## config.mk

```make
export PLATFORM = sky130hd
export DESIGN_NAME = width_downsizer
export DESIGN_NICKNAME = d
export VERILOG_FILES = /design/src/rtl/width_conv_pkg.sv /design/src/rtl/width_conv_ram.sv /design/src/rtl/width_downsizer.sv
export SDC_FILE = /design/constraint.sdc
export NUM_CORES = 1
export LEC_CHECK = 0
export ABC_CLOCK_PERIOD_IN_PS = 4400
export BUFFER_PORTS_ARGS = -buffer_cell sky130_fd_sc_hd__buf_2
export CORE_MARGIN = 2
export CORE_UTILIZATION = 60
export CTS_CLUSTER_DIAMETER = 40
export DETAILED_ROUTE_END_ITERATION = 16
export GPL_ROUTABILITY_DRIVEN = 0
export GPL_TIMING_DRIVEN = 0
export HOLD_SLACK_MARGIN = 0.02
export PLACE_DENSITY = 0.76
export SETUP_SLACK_MARGIN = 0.1
export SLEW_MARGIN = 40
export SYNTH_ARGS = -nofsm -noshare
export SYNTH_HDL_FRONTEND = slang
export SYNTH_SLANG_ARGS = --single-unit
```

## constraint.sdc

```tcl
create_clock -name clk -period 4.4 [get_ports clk]
set_input_delay 0.44 -clock clk [delete_from_list [all_inputs] [get_ports clk]]
set_output_delay 0.44 -clock clk [all_outputs]
set_load 0.01 [all_outputs]
```

## src/rtl/width_conv_pkg.sv

```systemverilog
// Shared helpers for the width converter: lane ratio, counter widths and
// lane extraction from a stored word.
package width_conv_pkg;

    // Widest word the lane-select helper can handle; callers zero-extend into it.
    localparam int LANE_SEL_MAX_W = 1024;

    function automatic int calc_ratio(input int in_w, input int out_w);
        return in_w / out_w;
    endfunction

    // Counter wide enough to hold 0..n inclusive.
    function automatic int calc_count_w(input int n);
        return $clog2(n) + 1;
    endfunction

    // Returns the selected lane in the low out_w bits of the result.
    function automatic logic [LANE_SEL_MAX_W-1:0] lane_select(
        input logic [LANE_SEL_MAX_W-1:0] word,
        input int                        lane,
        input int                        out_w,
        input int                        ratio,
        input bit                        msb_first
    );
        int idx;
        idx = msb_first ? (ratio - 1 - lane) : lane;
        return word >> (idx * out_w);
    endfunction

endpackage

```

## src/rtl/width_conv_ram.sv

```systemverilog
// Word storage for the width converter: DEPTH x IN_W simple dual-port array,
// synchronous write, asynchronous read of the head word, plus both pointers.
module width_conv_ram
    import width_conv_pkg::*;
#(
    parameter int IN_W  = 16,
    parameter int DEPTH = 16
) (
    input  logic            clk,
    input  logic            rst_n,
    input  logic            flush,
    input  logic            wr_en,
    input  logic [IN_W-1:0] din,
    input  logic            rd_adv,
    output logic [IN_W-1:0] head
);

    localparam int PTR_W = $clog2(DEPTH);

    logic [IN_W-1:0]  mem [DEPTH];
    logic [PTR_W-1:0] wr_ptr;
    logic [PTR_W-1:0] rd_ptr;

    // Storage is never reset; only accepted writes land here.
    always_ff @(posedge clk) begin
        if (wr_en) begin
            mem[wr_ptr] <= din;
        end
    end

    // Pointers wrap naturally since DEPTH is a power of two.
    always_ff @(posedge clk or negedge rst_n) begin
        if (!rst_n) begin
            wr_ptr <= '0;
            rd_ptr <= '0;
        end else if (flush) begin
            wr_ptr <= '0;
            rd_ptr <= '0;
        end else begin
            if (wr_en) begin
                wr_ptr <= wr_ptr + 1'b1;
            end
            if (rd_adv) begin
                rd_ptr <= rd_ptr + 1'b1;
            end
        end
    end

    assign head = mem[rd_ptr];

endmodule

```

## src/rtl/width_downsizer.sv

```systemverilog
// Width downsizer: stores IN_W words and emits them as RATIO consecutive
// OUT_W units with registered dout, level counts and sticky error flags.
module width_downsizer
    import width_conv_pkg::*;
#(
    parameter int IN_W      = 16,
    parameter int OUT_W     = 8,
    parameter int DEPTH     = 16,
    parameter bit MSB_FIRST = 1'b1
) (
    input  logic                                        clk,
    input  logic                                        rst_n,
    input  logic                                        flush,
    input  logic                                        wr_en,
    input  logic [IN_W-1:0]                             din,
    output logic                                        full,
    output logic [calc_count_w(DEPTH)-1:0]              wr_count,
    input  logic                                        rd_en,
    output logic [OUT_W-1:0]                            dout,
    output logic                                        valid,
    output logic                                        empty,
    output logic [calc_count_w(DEPTH*(IN_W/OUT_W))-1:0] rd_count,
    input  logic                                        err_clr,
    output logic                                        overflow,
    output logic                                        underflow
);

    localparam int RATIO  = calc_ratio(IN_W, OUT_W);
    localparam int WC_W   = calc_count_w(DEPTH);
    localparam int RC_W   = calc_count_w(DEPTH * RATIO);
    localparam int LANE_W = $clog2(RATIO);

    localparam logic [RC_W-1:0]   RATIO_RC  = RC_W'(RATIO);
    localparam logic [WC_W-1:0]   DEPTH_WC  = WC_W'(DEPTH);
    localparam logic [LANE_W-1:0] LANE_LAST = LANE_W'(RATIO - 1);

    if ((IN_W % OUT_W) != 0 || RATIO < 2) begin : g_bad_ratio
        $error("width_downsizer: IN_W must be a multiple >= 2 of OUT_W");
    end
    if (DEPTH < 2 || (DEPTH & (DEPTH - 1)) != 0) begin : g_bad_depth
        $error("width_downsizer: DEPTH must be a power of two >= 2");
    end
    if (IN_W >= LANE_SEL_MAX_W) begin : g_bad_width
        $error("width_downsizer: IN_W exceeds lane-select helper width");
    end

    logic                      wr_acc;
    logic                      rd_acc;
    logic                      word_free;
    logic [LANE_W-1:0]         lane;
    logic [IN_W-1:0]           head;
    logic [LANE_SEL_MAX_W-1:0] head_ext;
    logic [LANE_SEL_MAX_W-1:0] sel_word;
    logic                      unused_sel_hi;
    logic [WC_W-1:0]           wr_count_nxt;
    logic [RC_W-1:0]           rd_count_nxt;

    // flush blocks both sides; a full/empty flag blocks its own side only.
    assign wr_acc    = wr_en & ~full  & ~flush;
    assign rd_acc    = rd_en & ~empty & ~flush;
    assign word_free = rd_acc & (lane == LANE_LAST);

    width_conv_ram #(
        .IN_W  (IN_W),
        .DEPTH (DEPTH)
    ) u_ram (
        .clk    (clk),
        .rst_n  (rst_n),
        .flush  (flush),
        .wr_en  (wr_acc),
        .din    (din),
        .rd_adv (word_free),
        .head   (head)
    );

    assign head_ext      = LANE_SEL_MAX_W'(head);
    assign sel_word      = lane_select(head_ext, 32'(lane), OUT_W, RATIO, MSB_FIRST);
    assign unused_sel_hi = ^sel_word[LANE_SEL_MAX_W-1:OUT_W];

    // Next-state counts; a write adds a whole word, a read removes one unit.
    always_comb begin
        wr_count_nxt = wr_count;
        rd_count_nxt = rd_count;
        if (flush) begin
            wr_count_nxt = '0;
            rd_count_nxt = '0;
        end else begin
            wr_count_nxt = wr_count + WC_W'(wr_acc) - WC_W'(word_free);
            rd_count_nxt = rd_count + (wr_acc ? RATIO_RC : '0) - RC_W'(rd_acc);
        end
    end

    // Registered level state: counts, flags and current lane of the head word.
    always_ff @(posedge clk or negedge rst_n) begin
        if (!rst_n) begin
            wr_count <= '0;
            rd_count <= '0;
            full     <= 1'b0;
            empty    <= 1'b1;
            lane     <= '0;
        end else begin
            wr_count <= wr_count_nxt;
            rd_count <= rd_count_nxt;
            full     <= (wr_count_nxt == DEPTH_WC);
            empty    <= (rd_count_nxt == '0);
            if (flush) begin
                lane <= '0;
            end else if (rd_acc) begin
                lane <= word_free ? '0 : lane + 1'b1;
            end
        end
    end

    // Output register: dout only moves on an accepted read and survives flush.
    always_ff @(posedge clk or negedge rst_n) begin
        if (!rst_n) begin
            dout  <= '0;
            valid <= 1'b0;
        end else begin
            valid <= rd_acc;
            if (rd_acc) begin
                dout <= sel_word[OUT_W-1:0];
            end
        end
    end

    // Sticky error flags; a new error wins over a simultaneous clear.
    always_ff @(posedge clk or negedge rst_n) begin
        if (!rst_n) begin
            overflow  <= 1'b0;
            underflow <= 1'b0;
        end else begin
            if (wr_en && full && !flush) begin
                overflow <= 1'b1;
            end else if (err_clr) begin
                overflow <= 1'b0;
            end
            if (rd_en && empty && !flush) begin
                underflow <= 1'b1;
            end else if (err_clr) begin
                underflow <= 1'b0;
            end
        end
    end

endmodule

```

==> Word-level counts from Yosys, hierarchy flattened <==
Memories as Yosys holds them, arrays and structs flattened.
Index checks and enable logic that the tools add are counted.
{ "word_totals": {"word_cells": 56, "output_inout_bits": 24, "n_memories": 1, "ram_bits": 256, "inputBits": 22, "reg_bits": 33} }
{ "op_classes": {"n_shift": 1, "n_addsub": 8, "n_eq_ne": 1, "n_reduce_logical": 11, "bitwise_logic": 8, "n_mux": 15} }
{ "mem_list": {"columns": ["name", "depth", "word_bits", "read_ports", "rd_ports_with_merged_regs", "wr", "line_no", "text"], "rows": [
  ["u_ram.mem", 16, 16, 1, 0, 1, "width_conv_ram.sv:20", "logic [IN_W-1:0] mem [DEPTH];"]
]} }
{ "ops": {"columns": ["op", "count"], "rows": [
  ["right shift 16 x 32 -> 8 bit", 1],
  ["2-to-1 mux 4 bit", 4],
  ["nonzero test 2 bit", 5],
  ["adder 4 x 1 -> 4 bit (second input constant)", 2],
  ["2-to-1 mux 1 bit", 8],
  ["adder 6 x 2 -> 6 bit", 1],
  ["zero test 6 bit", 1],
  ["2-to-1 mux 6 bit", 1],
  ["subtractor 6 x 1 -> 6 bit", 1],
  ["adder 5 x 1 -> 5 bit", 1],
  ["AND 1 bit", 5],
  ["equality test 5 bit (second input constant)", 1],
  ["2-to-1 mux 5 bit", 1],
  ["subtractor 5 x 1 -> 5 bit", 1],
  ["logical AND 1 bit", 4],
  ["inverter 1 bit", 3],
  ["2-to-1 mux 2 bit", 1],
  ["subtractor 1 x 1 -> 2 bit (first input constant)", 1],
  ["adder 1 bit (second input constant)", 1],
  ["zero test 1 bit", 1]
]} }

==> Logic depth before layout (Yosys ltp) <==
Gate-level depths: netlist (run 1).
{ "logic_depth": {"ltp_word": 8, "ltp_mapped": 14, "ltp_nobuf": 13} }

==> Modules after synthesis <==
A second synthesis (run 1) with hierarchy kept.
{ "hier_totals": {"hier_cells": 581, "area_unflattened_um2": 11451.0} }
{ "by_module_without_submodules": {"columns": ["mod", "n_inst", "area_each_um2", "cells_each", "seq_area_each_um2"], "rows": [
  ["width_conv_ram", 1, 10114.7, 452, 7887.6],
  ["width_downsizer", 1, 1336.3, 129, 626.9]
]} }

==> Least setup slack after synthesis (run 1) <==
No wires, ideal clock.
{ "synth_timing": {"path_type": "in2reg", "startpoint": "input flush", "endpoint": "register full", "slack_ns": 1.617, "t_arrival_ns": 2.682, "path_stages": 12, "n_path_buf": 2, "t_required_ns": 4.299, "setup_ns": 0.101, "cell_sequence": "clkbuf_1 -> clkbuf_1 -> nand2b_1 -> ha_1 -> inv_1 -> ha_1 -> inv_1 -> fa_1 -> xor2_1 -> nor2_1 -> or3_1 -> nor4_1"} }
{ "synth_via": {"elab_chain_len": 6, "word_cells_on_any_way": 8, "cone_classes": "add/sub (2); eq/ne (1); mux (1); bitwise (4)"} }
{ "synth_lines": {"columns": ["item", "line_no", "text"], "rows": [
  ["start: declaration", "width_downsizer.sv:13", "input logic flush,"],
  ["inverter 1 bit", "width_downsizer.sv:59, width_downsizer.sv:60", null],
  ["AND 1 bit, on equally long branches", "width_downsizer.sv:59, width_downsizer.sv:60", null],
  ["adder 5 x 1 -> 5 bit / AND 1 bit (equally long branches)", "width_downsizer.sv:88, width_downsizer.sv:61", null],
  ["subtractor 5 x 1 -> 5 bit", "width_downsizer.sv:88", "wr_count_nxt = wr_count + WC_W'(wr_acc) - WC_W'(word_free);"],
  ["2-to-1 mux 5 bit (*)", "width_downsizer.sv:84", "if (flush) begin"],
  ["via wr_count_nxt[2]", "width_downsizer.sv:55", "logic [WC_W-1:0] wr_count_nxt;"],
  ["equality test 5 bit (*)", "width_downsizer.sv:104", "full <= (wr_count_nxt == DEPTH_WC);"],
  ["end signal: assignment", "width_downsizer.sv:104", null],
  ["end: declaration", "width_downsizer.sv:16", "output logic full,"]
]} }
Mark *: on every way through the listed nets, which the timed path passes. The rest lies on a longest branch.
A chain may end at the register's enable or synchronous reset.

==> Worst setup path in the final report (run 1) <==
{ "layout_timing": {"startpoint": "register empty", "endpoint": "register empty"} }
{ "layout_via": {"elab_chain_len": 6} }
{ "layout_lines": {"columns": ["item", "line_no", "text"], "rows": [
  ["start: declaration", "width_downsizer.sv:21", "output logic empty,"],
  ["start signal: assignment", "width_downsizer.sv:105", "empty <= (rd_count_nxt == '0);"],
  ["inverter 1 bit", "width_downsizer.sv:60", "assign rd_acc = rd_en & ~empty & ~flush;"],
  ["AND 1 bit (2 in a row)", "width_downsizer.sv:60", null],
  ["via rd_acc", "width_downsizer.sv:48", "logic rd_acc;"],
  ["subtractor 6 x 1 -> 6 bit", "width_downsizer.sv:89", "rd_count_nxt = rd_count + (wr_acc ? RATIO_RC : '0) - RC_W'(rd_acc);"],
  ["2-to-1 mux 6 bit", "width_downsizer.sv:84", null],
  ["via rd_count_nxt[3]", "width_downsizer.sv:56", "logic [RC_W-1:0] rd_count_nxt;"],
  ["zero test 6 bit", "width_downsizer.sv:105", null]
]} }
The timed path passes the listed nets, and every way through them passes these cells.

==> results.toml, run 1 <==
[cts]
root_buffer = "clkbuf_16"
cts_tree = "done"
ctsResizeCount = 0
worstSkewPairLatency_ns = 0.51
clkSlewWorstSetupHoldPaths_ns = 0.06
cts_hold_buf = 0
cts_made_buffers = 36
clock_path_buffers = 3
cts_sinks = 289
cts_setup_buffers = 0
h-tree-depth = 2

[routing]
post_drt_wl_per_cell_um = 26.1
via_per_inst = 6.29
vias = 6067
dr.pass1.iters = 5
first_iter_violations = 588
drt-total-wl_um = 25100
drc = 0
ant_nets = 0

[pwr]
switching_share_pct = 24.1
p_sw_mw = 1.69
internal-power_mw = 5.31
power_frac_comb_pct = 12.8
p_leak_nw = 4.68
power_mw = 7.00
powerDensity_nw_per_um2 = 517
vdd_ir_drop_max_mv = 0.449
pwr-share-clk_pct = 41.6
sequentialPowerShare_pct = 45.5

[timing]
final_hold_viol_count = 0
setup_viol = 0
finalMaxSlewViolations = 0
slew-limit-headroom_pct = 44.4
fin_worst_skew_ns = 0.0156
finalSetupTns_ns = 0
max_freq_ghz = 0.306
fin_crit_ns = 3.27
fin_crit_sh_pct = 74.2
grt_setup_unrepaired = "false"
tightest_slew_ns = 0.834

[finish]
post_route_cells_drive_above_1_share_pct = 29.0
area_delta_synth_final_pct = 18.3
layout_common_cells = "edfxtp_1 (256), mux4_2 (63), buf_2 (52)"
fin_nets = 746
diodes = 0
final_common_cell = "edfxtp_1"

[worst_setup_path]
crit_type = "reg -> reg"
cp-end-kind = "flip-flop"
crit_arrival_ns = 3.68
crit_fanout = 10
critPathRequiredTime_ns = 4.81
startpoint_type = "flip-flop"

[die]
chipHeight_um = 142
start_util_pct = 61.2
die-area_um2 = 20200
die_x_um = 142
rows = 50
fp.coreArea_um2 = 18700
ioPinCount = 46

[logic_synthesis]
synth_cell_types = 38
ys_warn_count = 0
syn-num-nets = 646
synth.yosys.seq_area_share_pct = 74.4
yosys-top-cells-area = "edfxtp_1 (67%), mux4_2 (12%), dfrtp_1 (7.0%), ha_1 (1.7%), nand2_1 (1.3%)"
syn_area_per_cell_um2 = 18.9
ys_ff_latch = 289
yosysTopAreaCellShare_pct = 67.2
yosys.area.top_type = "edfxtp_1"
syn-cell-area_um2 = 11400
synth_cells = 606

[global_routing]
antenna_found_initial = 0
grt_pass1_vias = 6300
grt_first_pass_wirelength_um = 37800
grt_max_degree = 34
grt_use_total_pct = 26.1
grt_overflow = 0

[run_status]
outcome = "completed"

[placement]
hpwl_um = 16500
portBuffers = 45

[worst_hold_path]
hold_class = "in -> reg"

[run]
cap_viol_max_count = 0
## power by group through the flow
stage | clock [mW] | sequential (mW) | combinational [mW]
after floorplan | 0 | 3.26 | 0.557
after global placement | 0 | 3.23 | 0.829
after detailed placement | 0 | 3.24 | 0.891
final | 2.91 | 3.19 | 0.898
after CTS | 2.94 | 3.19 | 0.904
after global routing | 3.06 | 3.20 | 0.985
## kinds of logic after synthesis
family,after synthesis,synth area share (%)
compound gates,46,2.56
xor+xnor,12,0.918
fa+ha+maj,18,2.10
buf+inv,50,1.96
flops,289,74.4
mux,76,13.5
simple gates,115,4.56
## layer usage
| metal | part of all wire [%] | track usage (%) | vias up |
|---|---|---|---|
| li1 | - | - | 2591 |
| met1 | 39 | 34.8 | 3163 |
| met2 | 51 | 44.2 | 260 |
| met3 | 6.5 | 5.28 | 53 |
| met4 | 2.6 | 8.37 | 0 |
| met5 | 0 | 0 | - |
## area by class of cell
class | instances | area (µm²)
Multi-Input combinational cell | 267 | 2830
Clock buffer | 41 | 951
Sequential cell | 289 | 8510
Buffer | 25 | 130
Timing Repair Buffer | 62 | 478
Tap cell | 234 | 293
Fill cell | 1077 | 5170
Clock inverter | 21 | 245
Inverter | 25 | 93.8
## final timing paths
kind,start,depth (start not counted),slack (ns),to
max reg2reg,empty,13,1.13,empty
max in group asynchronous,rst_n,2,3.61,empty
min,err_clr,2,0.15,underflow
min reg2reg,underflow,2,0.54,underflow
min in group asynchronous,rst_n,2,0.44,wr_count[1]
max,empty,13,1.13,empty
## synthesized netlist by cell type
cell	count
a21o_1	3
clkinv_1	1
clkbuf_1	8
buf_1	4
a32oi_1	1
xor2_1	8
o211ai_1	7
buf_2	8
nor4_1	2
or3_1	4
inv_1	24
o21ai_0	2
nand4_1	1
a21oi_1	22
nor3b_1	1
xnor2_1	4
nand2b_1	3
nor3_2	1
fa_1	2
dfstp_2	1
o22ai_1	2
nor2_1	35
buf_4	3
ha_1	16
edfxtp_1	256
nor3_1	2
nand3_1	18
o311ai_1	1
buf_6	2
nand4bb_1	1
mux4_2	63
nor2b_1	6
a31oi_1	1
a22o_1	7
mux2i_1	13
dfrtp_1	32
nand3b_1	2
nand2_1	39
## flip-flops by register name (all words and copies together) (netlist names)
| name | flops |
|---|---|
| overflow | 1 |
| lane | 1 |
| dout | 8 |
| u_ram.mem | 256 |
| u_ram.wr_ptr | 4 |
| rd_count | 6 |
| empty | 1 |
| u_ram.rd_ptr | 4 |
| full | 1 |
| valid | 1 |
| wr_count | 5 |
| underflow | 1 |
## per-stage QoR
| stage | area [µm²] | std cells | utilization (%) | worst slack [ns] | hold slack (ns) |
|---|---|---|---|---|---|
| detailed placement | 12300 | 901 | 65.9 | 1.05 | 0.528 |
| global placement | 12000 | 885 | 64.0 | 1.12 | 0.528 |
| finish | 13500 | 964 | 72.4 | 1.13 | 0.148 |
| global route | 13500 | 964 | 72.4 | 0.914 | 0.135 |
| floorplan | 11400 | 606 | - | 1.62 | 0.144 |
| CTS | 13500 | 963 | 72.3 | 1.18 | 0.0419 |
## critical path, stage by stage, from the launching register on
cell	delay, ns
dfstp_2	0.57
nor2b_1	0.10
nand2b_1	0.08
clkbuf_1	0.49
inv_1	0.22
ha_1	0.23
inv_1	0.06
ha_1	0.16
inv_1	0.06
fa_1	0.37
nor2b_1	0.16
nor3_1	0.08
or3_1	0.39
nor4_1	0.18
Power figures use the tool's default switching activity.
==> run 2, diff against run 1 <==
--- a/config.mk
+++ b/config.mk
@@ -5,7 +5,7 @@
 export SDC_FILE = /design/constraint.sdc
 export NUM_CORES = 1
 export LEC_CHECK = 0
-export ABC_CLOCK_PERIOD_IN_PS = 4400
+export ABC_CLOCK_PERIOD_IN_PS = 3090
 export BUFFER_PORTS_ARGS = -buffer_cell sky130_fd_sc_hd__buf_2
 export CORE_MARGIN = 2
 export CORE_UTILIZATION = 60
==> constraint.sdc (replaced) <==
create_clock -name clk -period 3.09 [get_ports clk]
set_input_delay 0.309 -clock clk [delete_from_list [all_inputs] [get_ports clk]]
set_output_delay 0.309 -clock clk [all_outputs]
set_load 0.01 [all_outputs]
==> run 2 against run 1 <==
Compared with the run above:
- clock-buffer cell count did not move
- total power grew 43%
- final cell count increased by 0.10%
- critical endpoint unchanged
- largest power group unchanged
==> results.toml, run 2 (same netlist as run 1, synthesis figures left out) <==
[run_status]
outcome = "completed"

[routing]
post_drt_wl_per_cell_um = 26.2
first_iter_violations = 623
dr.pass1.iters = 6
drt-total-wl_um = 25300
via_per_inst = 6.36
ant_nets = 0
vias = 6136
drc = 0

[finish]
largest_register = "u_ram.mem"
final_common_cell = "edfxtp_1"
layout_common_cells = "edfxtp_1 (256), mux4_2 (63), buf_2 (52)"
post_route_cells_drive_above_1_share_pct = 29.4
top_regs = "u_ram.mem: 256 flops, dout: 8 flops, rd_count: 6 flops"
fillCellCount = 1074
fin_nets = 747
fin_area_um2 = 13600
area_delta_synth_final_pct = 18.5
largest_reg_flops = 256
diodes = 0

[global_routing]
grt_overflow = 0
antenna_found_initial = 0
grt_use_total_pct = 26.2
grt_first_pass_wirelength_um = 37900
grt_pass1_vias = 6306
grt_max_degree = 34

[timing]
final_hold_viol_count = 0
tightest_slew_ns = 0.819
fin_ws_ns = 0.214
fin_worst_skew_ns = 0.0177
grt_setup_unrepaired = "true"
fin_crit_ns = 2.88
max_freq_ghz = 0.348
finalMaxSlewViolations = 0
slew-limit-headroom_pct = 45.4
setup_viol = 0
fin_crit_sh_pct = 93.1

[pwr]
p_leak_nw = 4.69
p_sw_mw = 2.40
switching_share_pct = 24.1
power_frac_comb_pct = 12.9
powerDensity_nw_per_um2 = 736
internal-power_mw = 7.57
vdd_ir_drop_max_mv = 0.640
sequentialPowerShare_pct = 45.5
power_mw = 9.98
pwr-share-clk_pct = 41.6

[cts]
cts_tree = "done"
root_buffer = "clkbuf_16"
worstSkewPairLatency_ns = 0.51
h-tree-depth = 2
cts_made_buffers = 36
cts_setup_buffers = 0
cts_sinks = 289
clkSlewWorstSetupHoldPaths_ns = 0.06
clock_path_buffers = 3

[worst_setup_path]
startpoint_type = "flip-flop"
crit_fanout = 10
worstPathCellList = "nor2b_1, nand2b_1, clkbuf_4, inv_1, ha_1, inv_1, ha_1, inv_1, fa_1, nor2b_1, nor3_1, or3_1, nor4_1"
cp-end-kind = "flip-flop"
critPathRequiredTime_ns = 3.50
crit_type = "reg -> reg"
crit_arrival_ns = 3.29
cp_slowest_cell = "dfstp_2"
cpMostUsedCell = "inv_1"
cp_slowest_stage_delay_ns = 0.58

[placement]
hpwl_um = 16500
place_ws_ns = -0.130
placed_area_um2 = 12300
portBuffers = 45

[die]
rows = 50
die_x_um = 142
start_util_pct = 61.2
die-area_um2 = 20200
fp.coreArea_um2 = 18700
chipHeight_um = 142
ioPinCount = 46

[run]
cap_viol_max_count = 0

[worst_hold_path]
hold_class = "in -> reg"
==> run 2: cell count changes in the layout (fill, tap and decap cells not counted), sizes merged <==
cell,before,now
dlygate4sd3,1,2
==> run 2: cell type report <==
class                      count  area, µm²  area share (%)
tap                          234        293            2.16
buffer                        25        135           0.997
sequential                   289       8510            62.8
clock buffer                  41        951            7.01
multi-input combinational    267       2840            20.9
timing repair buffer          63        488            3.60
clock inverter                21        245            1.81
inverter                      25       93.8           0.692
==> run 2: worst max-delay path: cells and delay by family, from the launching register on <==
family / cells / cell delay [ns]
simple gates: 6 / 1.01
fa+ha+maj: 3 / 0.73
flops: 1 / 0.58
buf+inv: 4 / 0.46
==> run 2: routing by layer <==
metal  global-route usage [%]  routed length, µm
met1                     34.8               9970
met2                     44.2              12900
met3                     5.28               1790
met4                     8.37                640
met5                        0                  0
==> run 2: repair_timing <==
item                                    in CTS  in global routing
gates cloned                                 0                  0
hold endpoints to repair                    34                  0
endpoints found under the setup margin       2                  2
resized for setup                            1                  5
hold buffers                                 2                  0
==> run 2: power groups by stage <==
stage          Combinational [mW]  Clock, mW  Sequential (mW)
4_1_cts                      1.29       4.19             4.54
6_report                     1.28       4.15             4.54
3_5_place_dp                 1.27          0             4.61
2_1_floorplan               0.793          0             4.65
5_1_grt                      1.41       4.36             4.56
3_3_place_gp                 1.18          0             4.61
==> run 2: worst paths after layout <==
| path | from | slack, ns | to | cells past startpoint |
|---|---|---|---|---|
| min in group asynchronous | rst_n | 0.31 | wr_count[1] | 2 |
| setup / recovery | empty | 0.21 | empty | 13 |
| max in group asynchronous | rst_n | 2.44 | empty | 2 |
| hold reg to reg | underflow | 0.54 | underflow | 2 |
| hold / removal | wr_en | 0.08 | overflow | 3 |
| setup reg to reg | empty | 0.21 | empty | 13 |
==> run 2: metrics by stage <==
| step | setup TNS (ns) | hold WS (ns) | cells | util (%) |
|---|---|---|---|---|
| 3_3_place_gp | -2.74 | 0.424 | 885 | 64.0 |
| 2_1_floorplan | 0 | 0.0134 | 606 | - |
| 3_5_place_dp | -0.215 | 0.446 | 901 | 65.9 |
| 4_1_cts | 0 | 0.0642 | 965 | 72.4 |
| 5_1_grt | 0 | 0.0807 | 965 | 72.5 |
| 6_report | 0 | 0.0804 | 965 | 72.5 |
==> run 3, diff against run 2 <==
--- a/config.mk
+++ b/config.mk
@@ -5,7 +5,7 @@
 export SDC_FILE = /design/constraint.sdc
 export NUM_CORES = 1
 export LEC_CHECK = 0
-export ABC_CLOCK_PERIOD_IN_PS = 3090
+export ABC_CLOCK_PERIOD_IN_PS = 3400
 export BUFFER_PORTS_ARGS = -buffer_cell sky130_fd_sc_hd__buf_2
 export CORE_MARGIN = 2
 export CORE_UTILIZATION = 60
==> constraint.sdc (replaced) <==
create_clock -name clk -period 3.4 [get_ports clk]
set_input_delay 0.34 -clock clk [delete_from_list [all_inputs] [get_ports clk]]
set_output_delay 0.34 -clock clk [all_outputs]
set_load 0.01 [all_outputs]
==> run 3 against run 2 <==
Compared with the run above:
- routed wire length shrank 0.36%
- critical path type unchanged
- clock skew is 0.0033 ns lower
- worst hold slack got worse by 0.032 ns
- total power is 9.2% lower
- final area decreased by 0.14%
- clock-buffer cell count is the same
- combinational power down 9%
- critical path depth stayed put
- first-iteration DRC count down 10%
==> results.toml, run 3 (same netlist as run 1, synthesis figures left out) <==
[run_status]
outcome = "completed"

[worst_hold_path]
hold_class = "in -> reg"
whs_path_depth = 2

[worst_setup_path]
cpMostUsedCell = "inv_1"
crit_arrival_ns = 3.37
crit_fanout = 10
cp_slowest_stage_delay_ns = 0.57
startpoint_type = "flip-flop"
crit_type = "reg -> reg"
worst-path-stages = 13
cp_slowest_cell = "dfstp_2"
cp-end-kind = "flip-flop"
worstPathCellList = "nor2b_1, nand2b_1, clkbuf_2, inv_1, ha_1, inv_1, ha_1, inv_1, fa_1, nor2b_1, nor3_1, or3_1, nor4_1"
reg2reg_depth = 13
cp_num_buf_inv = 4
critPathRequiredTime_ns = 3.81
cp_top_family = "simple AND/OR/NAND/NOR gates"

[routing]
dr.pass1.iters = 6
vias = 6092
drt-total-wl_um = 25200
via_per_inst = 6.32
ant_nets = 0
post_drt_wl_per_cell_um = 26.1
drc = 0
first_iter_violations = 560

[timing]
slew-limit-headroom_pct = 44.3
setup_viol = 0
final_hold_viol_count = 0
grt_setup_unrepaired = "false"
fin_crit_ns = 2.96
finalSetupTns_ns = 0
finalMaxSlewViolations = 0
max_freq_ghz = 0.338
fin_crit_sh_pct = 87.0
fin_worst_skew_ns = 0.0144
tightest_slew_ns = 0.835
fin_ws_ns = 0.441

[global_routing]
grt_first_pass_wirelength_um = 37800
grt_max_degree = 34
antenna_found_initial = 0
grt_use_total_pct = 26.1
grt_overflow = 0
grt_pass1_vias = 6300

[pwr]
power_frac_comb_pct = 12.8
p_sw_mw = 2.18
pwr-share-clk_pct = 41.6
sequentialPowerShare_pct = 45.5
internal-power_mw = 6.88
vdd_ir_drop_max_mv = 0.581
powerDensity_nw_per_um2 = 669
p_leak_nw = 4.68
switching_share_pct = 24.1

[finish]
layout_common_cells = "edfxtp_1 (256), mux4_2 (63), buf_2 (52)"
fin_nets = 746
largest_reg_flops = 256
largest_register = "u_ram.mem"
final_common_cell = "edfxtp_1"
fillCellCount = 1076
finalNonFillerCells = 964
top_regs = "u_ram.mem: 256 flops, dout: 8 flops, rd_count: 6 flops"
diodes = 0
area_delta_synth_final_pct = 18.3
post_route_cells_drive_above_1_share_pct = 29.2

[placement]
portBuffers = 45
hpwl_um = 16500
dp_cells = 901
place_ws_ns = 0.149

[run]
cap_viol_max_count = 0

[cts]
worstSkewPairLatency_ns = 0.51
cts_made_buffers = 36
root_buffer = "clkbuf_16"
clock_path_buffers = 3
cts_tree = "done"
h-tree-depth = 2
cts_sinks = 289
cts_setup_buffers = 0
clkSlewWorstSetupHoldPaths_ns = 0.06

[die]
rows = 50
fp.coreArea_um2 = 18700
ioPinCount = 46
chipHeight_um = 142
die_x_um = 142
die-area_um2 = 20200
start_util_pct = 61.2
[run 3: cell count changes in the layout (fill, tap and decap cells not counted)]
cell	change
nand4bb_2	-1
clkbuf_1	+1
nand4bb_1	+1
clkbuf_4	-1
dlygate4sd3_1	-1
[run 3: power groups by stage]
stage | clock (mW) | combinational, mW | sequential [mW]
floorplan | 0 | 0.721 | 4.22
global placement | 0 | 1.07 | 4.19
detailed placement | 0 | 1.15 | 4.19
CTS | 3.81 | 1.17 | 4.13
global route | 3.96 | 1.27 | 4.14
finish | 3.77 | 1.16 | 4.13
[run 3: final cells by class]
cell class | count | area (µm²) | area share (%)
Buffer | 25 | 131 | 0.970
Clock buffer | 41 | 951 | 7.02
Clock inverter | 21 | 245 | 1.81
Inverter | 25 | 93.8 | 0.693
Multi-Input combinational cell | 267 | 2830 | 20.9
Sequential cell | 289 | 8510 | 62.9
Tap cell | 234 | 293 | 2.16
Timing Repair Buffer | 62 | 478 | 3.53
[run 3: metrics by stage]
stage | area [µm²] | power [mW] | hold WS [ns] | util [%]
after floorplan | 11400 | 4.94 | 0.0444 | -
after global placement | 12000 | 5.26 | 0.455 | 64.0
after detailed placement | 12300 | 5.35 | 0.477 | 65.9
after CTS | 13500 | 9.10 | 0.0382 | 72.4
after global routing | 13500 | 9.37 | 0.0353 | 72.4
final | 13500 | 9.06 | 0.0483 | 72.4
[run 3: path summary, 6_finish.rpt]
kind                                to  startpoint  slack, ns
max                              empty       empty       0.44
min                          underflow     err_clr       0.05
max reg2reg                      empty       empty       0.44
min reg2reg                  underflow   underflow       0.54
max in group asynchronous        empty       rst_n       2.71
min in group asynchronous  wr_count[1]       rst_n       0.34
[run 3: worst register-to-register path, stage by stage, from the launching register on]
cell      delay [ns]
dfstp_2         0.57
nor2b_1         0.10
nand2b_1        0.08
clkbuf_2        0.28
inv_1           0.16
ha_1            0.20
inv_1           0.06
ha_1            0.16
inv_1           0.06
fa_1            0.37
nor2b_1         0.16
nor3_1          0.08
or3_1           0.39
nor4_1          0.18
[run 3: what timing repair did]
item | in CTS | in global routing
gates resized for setup | 0 | 2
endpoints found under the hold margin | 32 | 0
hold buffers | 1 | 0
endpoints found under the setup margin | 0 | 1
[run 3: routing by layer]
metal  part of all wire [%]  GRT usage, %
met5                      0             0
met4                    2.5          8.37
met2                     51          44.2
met3                    6.6          5.28
met1                     39          34.8
